## src/rtl/hazard_ctrl_pkg.sv

```systemverilog
// Shared types for the hazard controller: FSM states, control-output bundle and the RUN decode.
// The optional HAZARD_PERF_EN counters live in hazard_ctrl.sv.
package hazard_ctrl_pkg;

    typedef enum logic [1:0] {
        RUN     = 2'd0,
        MEMWAIT = 2'd1,
        ERROR   = 2'd2
    } state_t;

    localparam logic [4:0] REG_ZERO = 5'd0;

    typedef struct packed {
        logic pcWrite;
        logic ifidWrite;
        logic ifidFlush;
        logic idexFlush;
        logic exmemWrite;
    } ctrl_t;

    localparam ctrl_t CTRL_FREEZE = '{pcWrite: 1'b0, ifidWrite: 1'b0, ifidFlush: 1'b0,
                                      idexFlush: 1'b0, exmemWrite: 1'b0};
    localparam ctrl_t CTRL_RESET  = '{pcWrite: 1'b0, ifidWrite: 1'b0, ifidFlush: 1'b1,
                                      idexFlush: 1'b1, exmemWrite: 1'b0};
    localparam ctrl_t CTRL_RUN    = '{pcWrite: 1'b1, ifidWrite: 1'b1, ifidFlush: 1'b0,
                                      idexFlush: 1'b0, exmemWrite: 1'b1};
    localparam ctrl_t CTRL_REDIR  = '{pcWrite: 1'b1, ifidWrite: 1'b1, ifidFlush: 1'b1,
                                      idexFlush: 1'b1, exmemWrite: 1'b1};
    localparam ctrl_t CTRL_STALL  = '{pcWrite: 1'b0, ifidWrite: 1'b0, ifidFlush: 1'b0,
                                      idexFlush: 1'b1, exmemWrite: 1'b1};

    // Redirect outranks load-use: the dependent instruction is on the wrong path.
    function automatic ctrl_t run_decode(input logic freeze, input logic redirect,
                                         input logic loadUse);
        if (freeze)
            return CTRL_FREEZE;
        else if (redirect)
            return CTRL_REDIR;
        else if (loadUse)
            return CTRL_STALL;
        else
            return CTRL_RUN;
    endfunction

endpackage

```

## src/rtl/hazard_ctrl_loaduse_det.sv

```systemverilog
// Combinational load-use detector: a load in EX whose rd feeds a source of the ID instruction.
// Writes to x0 never create a dependency.
module hazard_loaduse_det
    import hazard_ctrl_pkg::*;
(
    input  logic       i_idRs1,
    input  logic [4:0] i_rs1,
    input  logic [4:0] i_rs2,
    input  logic       i_idRs2,
    input  logic       i_memRead,
    input  logic [4:0] i_rd,
    output logic       o_loadUse
);
    logic w_hit1;
    logic w_hit2;

    assign w_hit1    = i_idRs1 && (i_rs1 == i_rd);
    assign w_hit2    = i_idRs2 && (i_rs2 == i_rd);
    assign o_loadUse = i_memRead && (i_rd != REG_ZERO) && (w_hit1 || w_hit2);
endmodule

```

## src/rtl/hazard_ctrl.sv

```systemverilog
// Hazard controller: load-use stall, redirect flush and data-memory freeze with timeout.
// Define HAZARD_PERF_EN to add stallCnt/flushCnt/waitCnt_total performance counters.
module hazard_ctrl
    import hazard_ctrl_pkg::*;
#(
    parameter int TIMEOUT = 64,
    parameter int CNT_W   = 7
) (
    input  logic        clk,
    input  logic        rst,
    input  logic [4:0]  idRs1,
    input  logic [4:0]  idRs2,
    input  logic        idUsesRs1,
    input  logic        idUsesRs2,
    input  logic        idexMemRead,
    input  logic [4:0]  idexRegrd,
    input  logic        exRedirect,
    input  logic        exmemMemReq,
    input  logic        dmemReady,
    output logic        pcWrite,
    output logic        ifidWrite,
    output logic        ifidFlush,
    output logic        idexFlush,
    output logic        exmemWrite,
    output logic        memErr
`ifdef HAZARD_PERF_EN
    ,
    output logic [31:0] stallCnt,
    output logic [31:0] flushCnt,
    output logic [31:0] waitCnt_total
`endif
);
    state_t           r_state;
    state_t           w_next;
    logic [CNT_W-1:0] r_waitCnt;
    logic [CNT_W-1:0] w_waitCntNext;
    logic             w_freeze;
    logic             w_loadUse;
    ctrl_t            w_ctrl;

    assign w_freeze = exmemMemReq && !dmemReady;

    hazard_loaduse_det u_det (
        .i_idRs1   (idUsesRs1),
        .i_rs1     (idRs1),
        .i_rs2     (idRs2),
        .i_idRs2   (idUsesRs2),
        .i_memRead (idexMemRead),
        .i_rd      (idexRegrd),
        .o_loadUse (w_loadUse)
    );

    always_ff @(posedge clk or posedge rst) begin
        if (rst) begin
            r_state   <= RUN;
            r_waitCnt <= '0;
        end else begin
            r_state   <= w_next;
            r_waitCnt <= w_waitCntNext;
        end
    end

    // The RUN-state freeze cycle is the first wait cycle, hence the count starts at 1.
    always_comb begin
        w_next        = r_state;
        w_waitCntNext = r_waitCnt;
        case (r_state)
            RUN: begin
                if (w_freeze) begin
                    w_next        = MEMWAIT;
                    w_waitCntNext = CNT_W'(1);
                end
            end
            MEMWAIT: begin
                if (dmemReady) begin
                    w_next        = RUN;
                    w_waitCntNext = '0;
                end else if (r_waitCnt == CNT_W'(TIMEOUT)) begin
                    w_next = ERROR;
                end else begin
                    w_waitCntNext = r_waitCnt + CNT_W'(1);
                end
            end
            ERROR:   w_next = ERROR;
            default: w_next = RUN;
        endcase
    end

    always_comb begin
        w_ctrl = CTRL_FREEZE;
        memErr = 1'b0;
        if (rst) begin
            w_ctrl = CTRL_RESET;
        end else begin
            case (r_state)
                RUN:     w_ctrl = run_decode(w_freeze, exRedirect, w_loadUse);
                MEMWAIT: w_ctrl = run_decode(!dmemReady, exRedirect, w_loadUse);
                ERROR: begin
                    w_ctrl = CTRL_FREEZE;
                    memErr = 1'b1;
                end
                default: w_ctrl = CTRL_FREEZE;
            endcase
        end
    end

    assign pcWrite    = w_ctrl.pcWrite;
    assign ifidWrite  = w_ctrl.ifidWrite;
    assign ifidFlush  = w_ctrl.ifidFlush;
    assign idexFlush  = w_ctrl.idexFlush;
    assign exmemWrite = w_ctrl.exmemWrite;

`ifdef HAZARD_PERF_EN
    logic [31:0] r_stallCnt;
    logic [31:0] r_flushCnt;
    logic [31:0] r_waitTotal;
    logic        w_isStall;
    logic        w_isFlush;
    logic        w_isFreeze;

    // Event class is recovered from the decoded bundle; rst is low whenever these are sampled.
    assign w_isStall  = w_ctrl.idexFlush && !w_ctrl.ifidFlush;
    assign w_isFlush  = w_ctrl.ifidFlush;
    assign w_isFreeze = !w_ctrl.exmemWrite;

    always_ff @(posedge clk or posedge rst) begin
        if (rst) begin
            r_stallCnt  <= '0;
            r_flushCnt  <= '0;
            r_waitTotal <= '0;
        end else if (r_state != ERROR) begin
            if (w_isStall)  r_stallCnt  <= r_stallCnt + 32'd1;
            if (w_isFlush)  r_flushCnt  <= r_flushCnt + 32'd1;
            if (w_isFreeze) r_waitTotal <= r_waitTotal + 32'd1;
        end
    end

    assign stallCnt      = r_stallCnt;
    assign flushCnt      = r_flushCnt;
    assign waitCnt_total = r_waitTotal;
`endif
endmodule

```

## config.mk

```make
export PLATFORM = sky130hd
export DESIGN_NAME = hazard_ctrl
export DESIGN_NICKNAME = d
export VERILOG_FILES = /design/src/rtl/hazard_ctrl_pkg.sv /design/src/rtl/hazard_ctrl_loaduse_det.sv /design/src/rtl/hazard_ctrl.sv
export SDC_FILE = /design/constraint.sdc
export NUM_CORES = 1
export LEC_CHECK = 0
export ABC_AREA = 1
export BUFFER_PORTS_ARGS = -buffer_cell sky130_fd_sc_hd__buf_4
export CAP_MARGIN = 20
export CORE_MARGIN = 5
export CORE_UTILIZATION = 25
export CTS_CLUSTER_SIZE = 10
export DETAILED_ROUTE_END_ITERATION = 6
export HOLD_SLACK_MARGIN = 0.03
export PLACE_DENSITY_LB_ADDON = 0.25
export SLEW_MARGIN = 20
export SYNTH_ARGS = -nofsm -noshare
export SYNTH_HDL_FRONTEND = slang
export SYNTH_SLANG_ARGS = --single-unit
export TNS_END_PERCENT = 10
```

## constraint.sdc

```tcl
create_clock -name clk -period 1.7 [get_ports clk]
set_clock_uncertainty 0.2 [all_clocks]
set_input_delay 0.17 -clock clk [delete_from_list [all_inputs] [get_ports clk]]
set_output_delay 0.17 -clock clk [all_outputs]
set_load 0.05 [all_outputs]
```

==> results.yml, run 1 <==
timing:
  tightest_slew_ns: 0.381
  timing.final.crit_share: 1.03
  rsz0062_at_grt: "true"
  max_slew_margin: 0.745
  min_period_ns: 1.76
  final.setup.tns_ns: -0.143
  setup_violations: 3
  max_freq_mhz: 568
  hold_violations: 0
  slew_viol_final: 0
  setup_slack_ns: -0.0594
power:
  p_per_area_nw_per_um2: 1090
  combPwrFrac: 0.623
  intPower_w: 0.000787
  ir_worst_vdd_uv: 279
  swShare: 0.467
  clock_power_share: 0.170
  p_seq_frac: 0.207
  power_switching_w: 0.000689
  p_total_w: 0.00148
  leakage_nw: 0.740
global_route:
  grt_antenna_before_repair: 0
  first_global_vias: 906
  grtUsageTotal: 0.0940
  grt_overflow_total: 0
  grt_pass1_wl_um: 3890
  grt_start_max_net_pins: 10
final_layout:
  area_growth_pct: 44.8
  layout-drive-gt1-share: 0.355
  nNetsFinal: 209
  fin_util: 0.373
  n_antenna_cell: 0
  final_cell_area_sq_um: 1350
logic_synthesis:
  syn_inst: 144
  synth_fa_ha_area_frac: 0.0268
  syn_avg_cell_area_sq_um: 6.49
  synth_seq_cells: 9
  muxShareOfSynthArea: 0
  synth-xor-area-share: 0
  synth-simple-area-share: 0.491
  yosysUniqueCellTypes: 24
  yosysWarningCount: 0
  netlist_area_sq_um: 935
  synth_top_cells_by_area: "dfrtp_1, nand2_1, inv_1"
  synthesis.nets: 169
  synth_top_area_frac: 0.241
  synth-seq-area-share: 0.241
  synth_top_family_by_area: "simple AND/OR/NAND/NOR gates"
  synth_compound_area_frac: 0.0950
  post-synth-top-area-cell: "dfrtp_1"
min_path:
  hold_depth: 4
  whs_endpoint: "r_waitCnt[2]"
  min_from: "dmemReady"
  hp-class: "in -> reg"
die:
  io_pins: 29
  die_y_um: 71.1
  core_area_sq_um: 3630
  dieArea_sq_um: 5060
  rows: 22
  die_x_um: 71.1
  start_util: 0.257
worst_setup_path:
  cp_max_fo: 3
  crit_path_end_kind: "primary output"
  cp-start-kind: "flip-flop"
  worst-endpoint-arrival_ns: 1.39
  crit_type: "reg -> out"
  reg2reg_from: "r_state[1]"
  rrSetupSlack_ns: 0.21
  worstPathRequired_ns: 1.33
  r2r_end: "r_state[1]"
  r2r_cells: 8
routing:
  ant_nets: 0
  wl_per_cell_um: 9.92
  drt-total-wl_um: 2290
  first_iter_violations: 58
  num_vias: 966
  via_per_inst: 4.18
  drt_pass1_iterations: 4
  drcViolationCount: 0
cts:
  cts_tree: "built"
  cts_buffer_depth: 2
  cts.sinks: 9
  cts-htree-levels: 1
  cts_buffers: 3
  clk_pin_slew_ns: 0.04
  clk_latency_ns: 0.24
  clockRootBuffer: "clkbuf_8"
placed_design:
  finalWeightedCongestion: 0.794
  post_dp_cell_area_sq_um: 1220
  dp_hpwl_um: 1900
  dp_slack_ns: 0.0868
  io_buffers: 28
outcome:
  status: "finished with violations"
  violations: "negative setup slack"
flow_run:
  maxCapViolCount: 0
cell usage after synthesis (all sizes together):
master   n
inv     33
ha       2
o31ai    1
nand3   12
nand2   49
a21oi    1
nand4    7
nor3     2
o21a     1
buf      1
o21ai   10
dfrtp    9
nor2    16
cells in the final DEF, fill, tap and decap left out, types with 3 or more instances in the layout:
| cell type | n |
|---|---|
| nand2_4 | 4 |
| dfrtp_1 | 7 |
| nor2_1 | 12 |
| nand4_1 | 7 |
| nand3_2 | 3 |
| o21ai_2 | 4 |
| buf_4 | 30 |
| o21ai_0 | 4 |
| nand2_1 | 42 |
| nand3_1 | 7 |
| inv_1 | 28 |
| clkbuf_8 | 3 |
per-stage QoR:
stage | std cells | hold WS, ns
2_1_floorplan | 144 | -0.202
3_3_place_gp | 220 | 0.0176
3_5_place_dp | 220 | 0.0171
4_1_cts | 231 | 0.0307
5_1_grt | 231 | 0.0443
6_report | 231 | 0.0339
metal layers:
| metal | up-vias | part of all wire | routed length [um] | global-route usage |
|---|---|---|---|---|
| met3 | 3 | 0.040 | 92 | 0.0284 |
| li1 | 527 | - | - | - |
| met5 | - | 0 | 0 | 0 |
| met4 | 0 | 0.0061 | 14 | 0.0188 |
| met2 | 20 | 0.50 | 1140 | 0.160 |
| met1 | 416 | 0.46 | 1050 | 0.117 |
worst max path at each step:
stage / from / endpoint
6_report: r_state[1] / pcWrite
5_1_grt: r_state[1] / pcWrite
4_1_cts: r_state[1] / ifidWrite
3_5_place_dp: r_state[0] / ifidWrite
3_3_place_gp: r_state[0] / pcWrite
2_1_floorplan: r_state[0] / pcWrite
registers in the layout, summed over array words and instances (netlist names):
name       count
r_state        2
r_waitCnt      7
critical path, stage by stage, from the launching register on:
cell	delay, ns
dfrtp_2	0.44
nor2_4	0.14
nand2_4	0.06
o21ai_4	0.06
inv_2	0.06
nor2_4	0.09
nand2_2	0.07
clkinvlp_4	0.09
buf_8	0.14
cell type report:
type,count,area (sq um)
sequential,9,228
inverter,33,133
clock buffer,4,45.0
multi-input combinational,101,591
tap,48,60.1
timing repair buffer,36,298
fill,413,2280
power by group through the flow:
stage	sequential, W	combinational [W]	clock (W)
2_1_floorplan	0.000295	0.000642	0
3_3_place_gp	0.000300	0.000820	0
3_5_place_dp	0.000300	0.000818	0
4_1_cts	0.000304	0.000923	0.000262
5_1_grt	0.000310	0.00101	0.000267
6_report	0.000306	0.000920	0.000250
cell families after synthesis:
family,Yosys count
flip-flops,9
AO/OA/AOI/OAI,13
adder cells (fa/ha/maj),2
buffers and inverters,34
AND/OR/NAND/NOR,86
timing repair:
item | in CTS | in global routing
resized for setup | 8 | 1
gates cloned | 0 | 0
endpoints found under the hold margin | 10 | 0
setup endpoints to repair | 5 | 6
buffers inserted | 5 | 0
hold buffers | 2 | 0
pin swaps | 5 | 2
Note: power is estimated with default switching activity, not from simulation.
==> inputs of run 2 (changes only) <==
--- a/config.mk
+++ b/config.mk
@@ -14,8 +14,9 @@
 export DETAILED_ROUTE_END_ITERATION = 6
 export HOLD_SLACK_MARGIN = 0.03
 export PLACE_DENSITY_LB_ADDON = 0.25
+export SKIP_CTS_REPAIR_TIMING = 1
 export SLEW_MARGIN = 20
 export SYNTH_ARGS = -nofsm -noshare
 export SYNTH_HDL_FRONTEND = slang
 export SYNTH_SLANG_ARGS = --single-unit
-export TNS_END_PERCENT = 10
+export TNS_END_PERCENT = 5
==> run 2 against run 1 <==
Compared with the run above: the run still ends with negative setup slack left; sequential share of layout area up 0.28 points; clock-buffer cell count is the same; sequential cell count stayed put; combinational power decreased by 5.1%; routed wire length shrank 0.35%; largest cell class unchanged.
==> results.yml, run 2 (synthesized netlist as in run 1, its figures left out) <==
outcome:
  status: "finished with violations"
  violations: "negative setup slack"
cts:
  clk_pin_slew_ns: 0.04
  cts_buffer_depth: 2
  clk_latency_ns: 0.24
  cts_tree: "built"
  cts.sinks: 9
  cts_buffers: 3
  clockRootBuffer: "clkbuf_8"
  cts-htree-levels: 1
placed_design:
  dp_slack_ns: 0.0868
  dp_hpwl_um: 1900
  io_buffers: 28
  post_dp_cell_area_sq_um: 1220
  finalWeightedCongestion: 0.794
global_route:
  first_global_vias: 850
  grt_overflow_total: 0
  grt_antenna_before_repair: 0
  grt_start_max_net_pins: 10
  grtUsageTotal: 0.0884
  grt_pass1_wl_um: 3650
power:
  leakage_nw: 0.726
  power_switching_w: 0.000682
  p_seq_frac: 0.215
  combPwrFrac: 0.610
  swShare: 0.476
  p_per_area_nw_per_um2: 1080
  clock_power_share: 0.175
  intPower_w: 0.000750
  ir_worst_vdd_uv: 250
final_layout:
  nNetsFinal: 206
  reg.largest.list: "r_waitCnt (7), r_state (2)"
  n_antenna_cell: 0
  final_common_cell: "nand2_1"
  area_growth_pct: 42.4
  most-common-layout-cells: "nand2_1, inv_1, buf_4, nor2_1"
  layout-drive-gt1-share: 0.344
  fin_util: 0.366
  largest_reg_flops: 7
  regMostFlops: "r_waitCnt"
  final_cell_area_sq_um: 1330
die:
  rows: 22
  core_area_sq_um: 3630
  die_x_um: 71.1
  io_pins: 29
  die_y_um: 71.1
  start_util: 0.257
  dieArea_sq_um: 5060
routing:
  drcViolationCount: 0
  wl_per_cell_um: 10.0
  drt_pass1_iterations: 4
  num_vias: 951
  via_per_inst: 4.17
  drt-total-wl_um: 2280
  ant_nets: 0
  first_iter_violations: 52
worst_setup_path:
  crit_chain: "nor2_4 > nand2_4 > o21ai_4 > inv_2 > nor2_4 > nand2_2 > clkinvlp_4 > buf_8"
  cp-start-kind: "flip-flop"
  worst-endpoint-arrival_ns: 1.43
  cp_slowest_cell: "dfrtp_2"
  worstPathRequired_ns: 1.33
  crit_path_end_kind: "primary output"
  crit_type: "reg -> out"
  cp_common_cell: "nor2_4"
  path_delay_family: "flip-flops"
  cp_slowest_stage_delay_ns: 0.44
  cp_max_fo: 4
  cp_num_buf_inv: 3
timing:
  tightest_slew_ns: 0.380
  setup_slack_ns: -0.0963
  timing.final.crit_share: 1.06
  hold_violations: 0
  min_period_ns: 1.80
  max_slew_margin: 0.746
  hold_slack_ns: 0.0330
  max_freq_mhz: 557
  slew_viol_final: 0
  setup_violations: 2
  final.setup.tns_ns: -0.192
  rsz0062_at_grt: "true"
min_path:
  hp-class: "in -> reg"
flow_run:
  maxCapViolCount: 0
[run 2: stage by stage]
step / cells / total power (W)
floorplan: 144 / 0.000937
global placement: 220 / 0.00112
detailed placement: 220 / 0.00112
CTS: 224 / 0.00138
global route: 228 / 0.00153
finish: 228 / 0.00143
[run 2: area by class of cell]
type | instances | area (sq um)
clock buffer | 4 | 45.0
fill | 412 | 2300
inverter | 33 | 133
multi-input combinational | 101 | 591
sequential | 9 | 228
tap | 48 | 60.1
timing repair buffer | 33 | 275
[run 2: worst paths after layout]
check / to / startpoint / cells after the start / slack (ns)
setup / recovery: pcWrite / r_state[0] / 8 / -0.1
hold / removal: r_waitCnt[2] / dmemReady / 4 / 0.03
setup reg to reg: r_waitCnt[0] / r_waitCnt[0] / 7 / 0.22
hold reg to reg: r_waitCnt[6] / r_waitCnt[6] / 2 / 0.35
max in group asynchronous: r_state[1] / rst / 3 / 0.71
min in group asynchronous: r_waitCnt[3] / rst / 3 / 0.30
[run 2: power groups by stage]
stage               Sequential, W  Clock, W  Combinational [W]
floorplan                0.000295         0           0.000642
global placement         0.000300         0           0.000820
detailed placement       0.000300         0           0.000818
CTS                      0.000297  0.000262           0.000820
global route             0.000312  0.000267           0.000955
finish                   0.000308  0.000251           0.000873
[run 2: worst min-delay path, cell delays in order]
cell and delay, ns:
buf_4 0.10, nor3_1 0.06, nand3_2 0.06, nand2_1 0.04
[run 2: layer usage]
layer | wire (um) | vias up | track usage
li1 | - | 522 | -
met3 | 83 | 3 | 0.0284
met2 | 1130 | 16 | 0.146
met4 | 14 | 0 | 0.0188
met5 | 0 | - | 0
met1 | 1060 | 410 | 0.112
==> inputs of run 3 (changes only) <==
--- a/config.mk
+++ b/config.mk
@@ -12,7 +12,6 @@
 export CORE_UTILIZATION = 25
 export CTS_CLUSTER_SIZE = 10
 export DETAILED_ROUTE_END_ITERATION = 6
-export HOLD_SLACK_MARGIN = 0.03
 export PLACE_DENSITY_LB_ADDON = 0.25
 export SKIP_CTS_REPAIR_TIMING = 1
 export SLEW_MARGIN = 20
==> constraint.sdc (replaced) <==
create_clock -name clk -period 1.7 [get_ports clk]
set_clock_uncertainty 0.2 [all_clocks]
set_input_delay 0.255 -clock clk [delete_from_list [all_inputs] [get_ports clk]]
set_output_delay 0.255 -clock clk [all_outputs]
set_load 0.05 [all_outputs]
==> run 3 against run 2 <==
Compared with the run above: the run still ends with negative setup slack left; design area decreased by 0.19%; combinational power increased by 1%; die area unchanged; clock power about the same; sequential share of layout area decreased by 0.16 points; sequential cell count unchanged; global-route usage increased by 0.67 points; fmax decreased by 3.7%; cell count increased by 0.44%; critical path depth unchanged; first-iteration DRC count decreased by 67%; power decreased by 0.11%; largest power group unchanged.
==> results.yml, run 3 (synthesized netlist as in run 1, its figures left out) <==
timing:
  max_freq_mhz: 536
  hold_violations: 0
  max_slew_margin: 0.753
  setup_violations: 5
  slew_viol_final: 0
  rsz0062_at_grt: "true"
  hold_slack_ns: 0.0915
  final.setup.tns_ns: -0.496
  setup_slack_ns: -0.165
  timing.final.crit_share: 1.10
  tightest_slew_ns: 0.369
  min_period_ns: 1.86
worst_setup_path:
  cp_slowest_stage_delay_ns: 0.42
  r2r_cells: 8
  cp_slowest_cell: "dfrtp_1"
  rrSetupSlack_ns: 0.13
  r2r_end: "r_waitCnt[0]"
  crit_cells: 8
  worst-endpoint-arrival_ns: 1.41
  cp-start-kind: "flip-flop"
  worstPathRequired_ns: 1.24
  cp_num_buf_inv: 3
  endpoint: "pcWrite"
  crit_path_end_kind: "primary output"
  crit_type: "reg -> out"
  crit_chain: "nor2_2 > nand2_4 > o21ai_4 > inv_2 > nor2_4 > nand2_2 > clkinvlp_4 > buf_8"
  crit_path_start: "r_state[0]"
  cp_max_fo: 3
  reg2reg_from: "r_state[0]"
  path_delay_family: "flip-flops"
final_layout:
  reg.largest.list: "r_waitCnt (7), r_state (2)"
  nNetsFinal: 207
  final_cell_area_sq_um: 1330
  n_antenna_cell: 0
  layout-drive-gt1-share: 0.343
  final_common_cell: "nand2_1"
  fillCellCount: 414
  most-common-layout-cells: "nand2_1, buf_4, inv_1, nor2_1, dfrtp_1"
  regMostFlops: "r_waitCnt"
  area_growth_pct: 42.2
  largest_reg_flops: 7
die:
  die_x_um: 71.1
  io_pins: 29
  core_area_sq_um: 3630
  start_util: 0.257
  rows: 22
  dieArea_sq_um: 5060
  die_y_um: 71.1
cts:
  clk_pin_slew_ns: 0.05
  cts_tree: "built"
  clockRootBuffer: "clkbuf_8"
  cts-htree-levels: 1
  cts_buffer_depth: 2
  cts_buffers: 3
  cts.sinks: 9
  clk_latency_ns: 0.23
routing:
  drt-total-wl_um: 2270
  wl_per_cell_um: 9.90
  drt_pass1_iterations: 4
  num_vias: 938
  via_per_inst: 4.10
  drcViolationCount: 0
  first_iter_violations: 17
  ant_nets: 0
global_route:
  grt_start_max_net_pins: 10
  grtUsageTotal: 0.0952
  grt_pass1_wl_um: 3910
  grt_overflow_total: 0
  grt_antenna_before_repair: 0
  first_global_vias: 864
power:
  leakage_nw: 0.733
  ir_worst_vdd_uv: 342
  p_per_area_nw_per_um2: 1080
placed_design:
  finalWeightedCongestion: 0.779
  dp_hpwl_um: 1940
  post_dp_cell_area_sq_um: 1240
  io_buffers: 28
flow_run:
  maxCapViolCount: 0
min_path:
  hp-class: "in -> reg"
  min_from: "dmemReady"
outcome:
  violations: "negative setup slack"
  status: "finished with violations"
run 3: layout make-up:
cell class | instances | area (sq um) | share of cell area
Timing Repair Buffer | 34 | 280 | 0.211
Sequential cell | 9 | 225 | 0.169
Inverter | 33 | 133 | 0.0998
Tap cell | 48 | 60.1 | 0.0452
Clock buffer | 4 | 45.0 | 0.0339
Multi-Input combinational cell | 101 | 586 | 0.441
run 3: worst min path at each step:
stage               slack, ns  cells past startpoint            to
floorplan               -0.12                      1    r_state[0]
global placement          0.1                      2  r_waitCnt[6]
detailed placement        0.1                      2  r_waitCnt[6]
CTS                     -0.16                      2  r_waitCnt[6]
global route             0.09                      4  r_waitCnt[6]
finish                   0.09                      4  r_waitCnt[6]
run 3: worst reg2reg max path, cell delays in order (launching register included):
cell	delay [ns]
dfrtp_1	0.42
nor2_2	0.17
nand2_4	0.07
buf_4	0.13
buf_4	0.14
nand3_4	0.11
nand2_8	0.10
nand2_1	0.07
o21ai_1	0.06
run 3: routing by layer:
metal  GRT usage  part of all wire  up-vias  wire length, um
li1            -                 -      521                -
met1       0.124              0.48      408             1090
met2       0.150              0.49        9             1100
met3      0.0384             0.032        0               73
met4      0.0146                 0        0                0
met5           0                 0        -                0
run 3: where the power goes:
part           internal [W]  leakage (nW)  switching (W)  total (W)
Clock              0.000164        0.0228      0.0000873   0.000251
Combinational      0.000339         0.589       0.000546   0.000885
Sequential         0.000253         0.120      0.0000417   0.000294
Total              0.000755         0.733       0.000675    0.00143
run 3: through the flow:
step                      setup WS (ns)  total power (W)   util  instances
after detailed placement         0.0121          0.00115  0.342        223
after global routing             -0.259          0.00155  0.366        229
final                            -0.165          0.00143  0.366        229
after floorplan                  -0.358         0.000937      -        144
after global placement          0.00545          0.00115  0.342        223
after CTS                        -0.221          0.00141  0.355        227
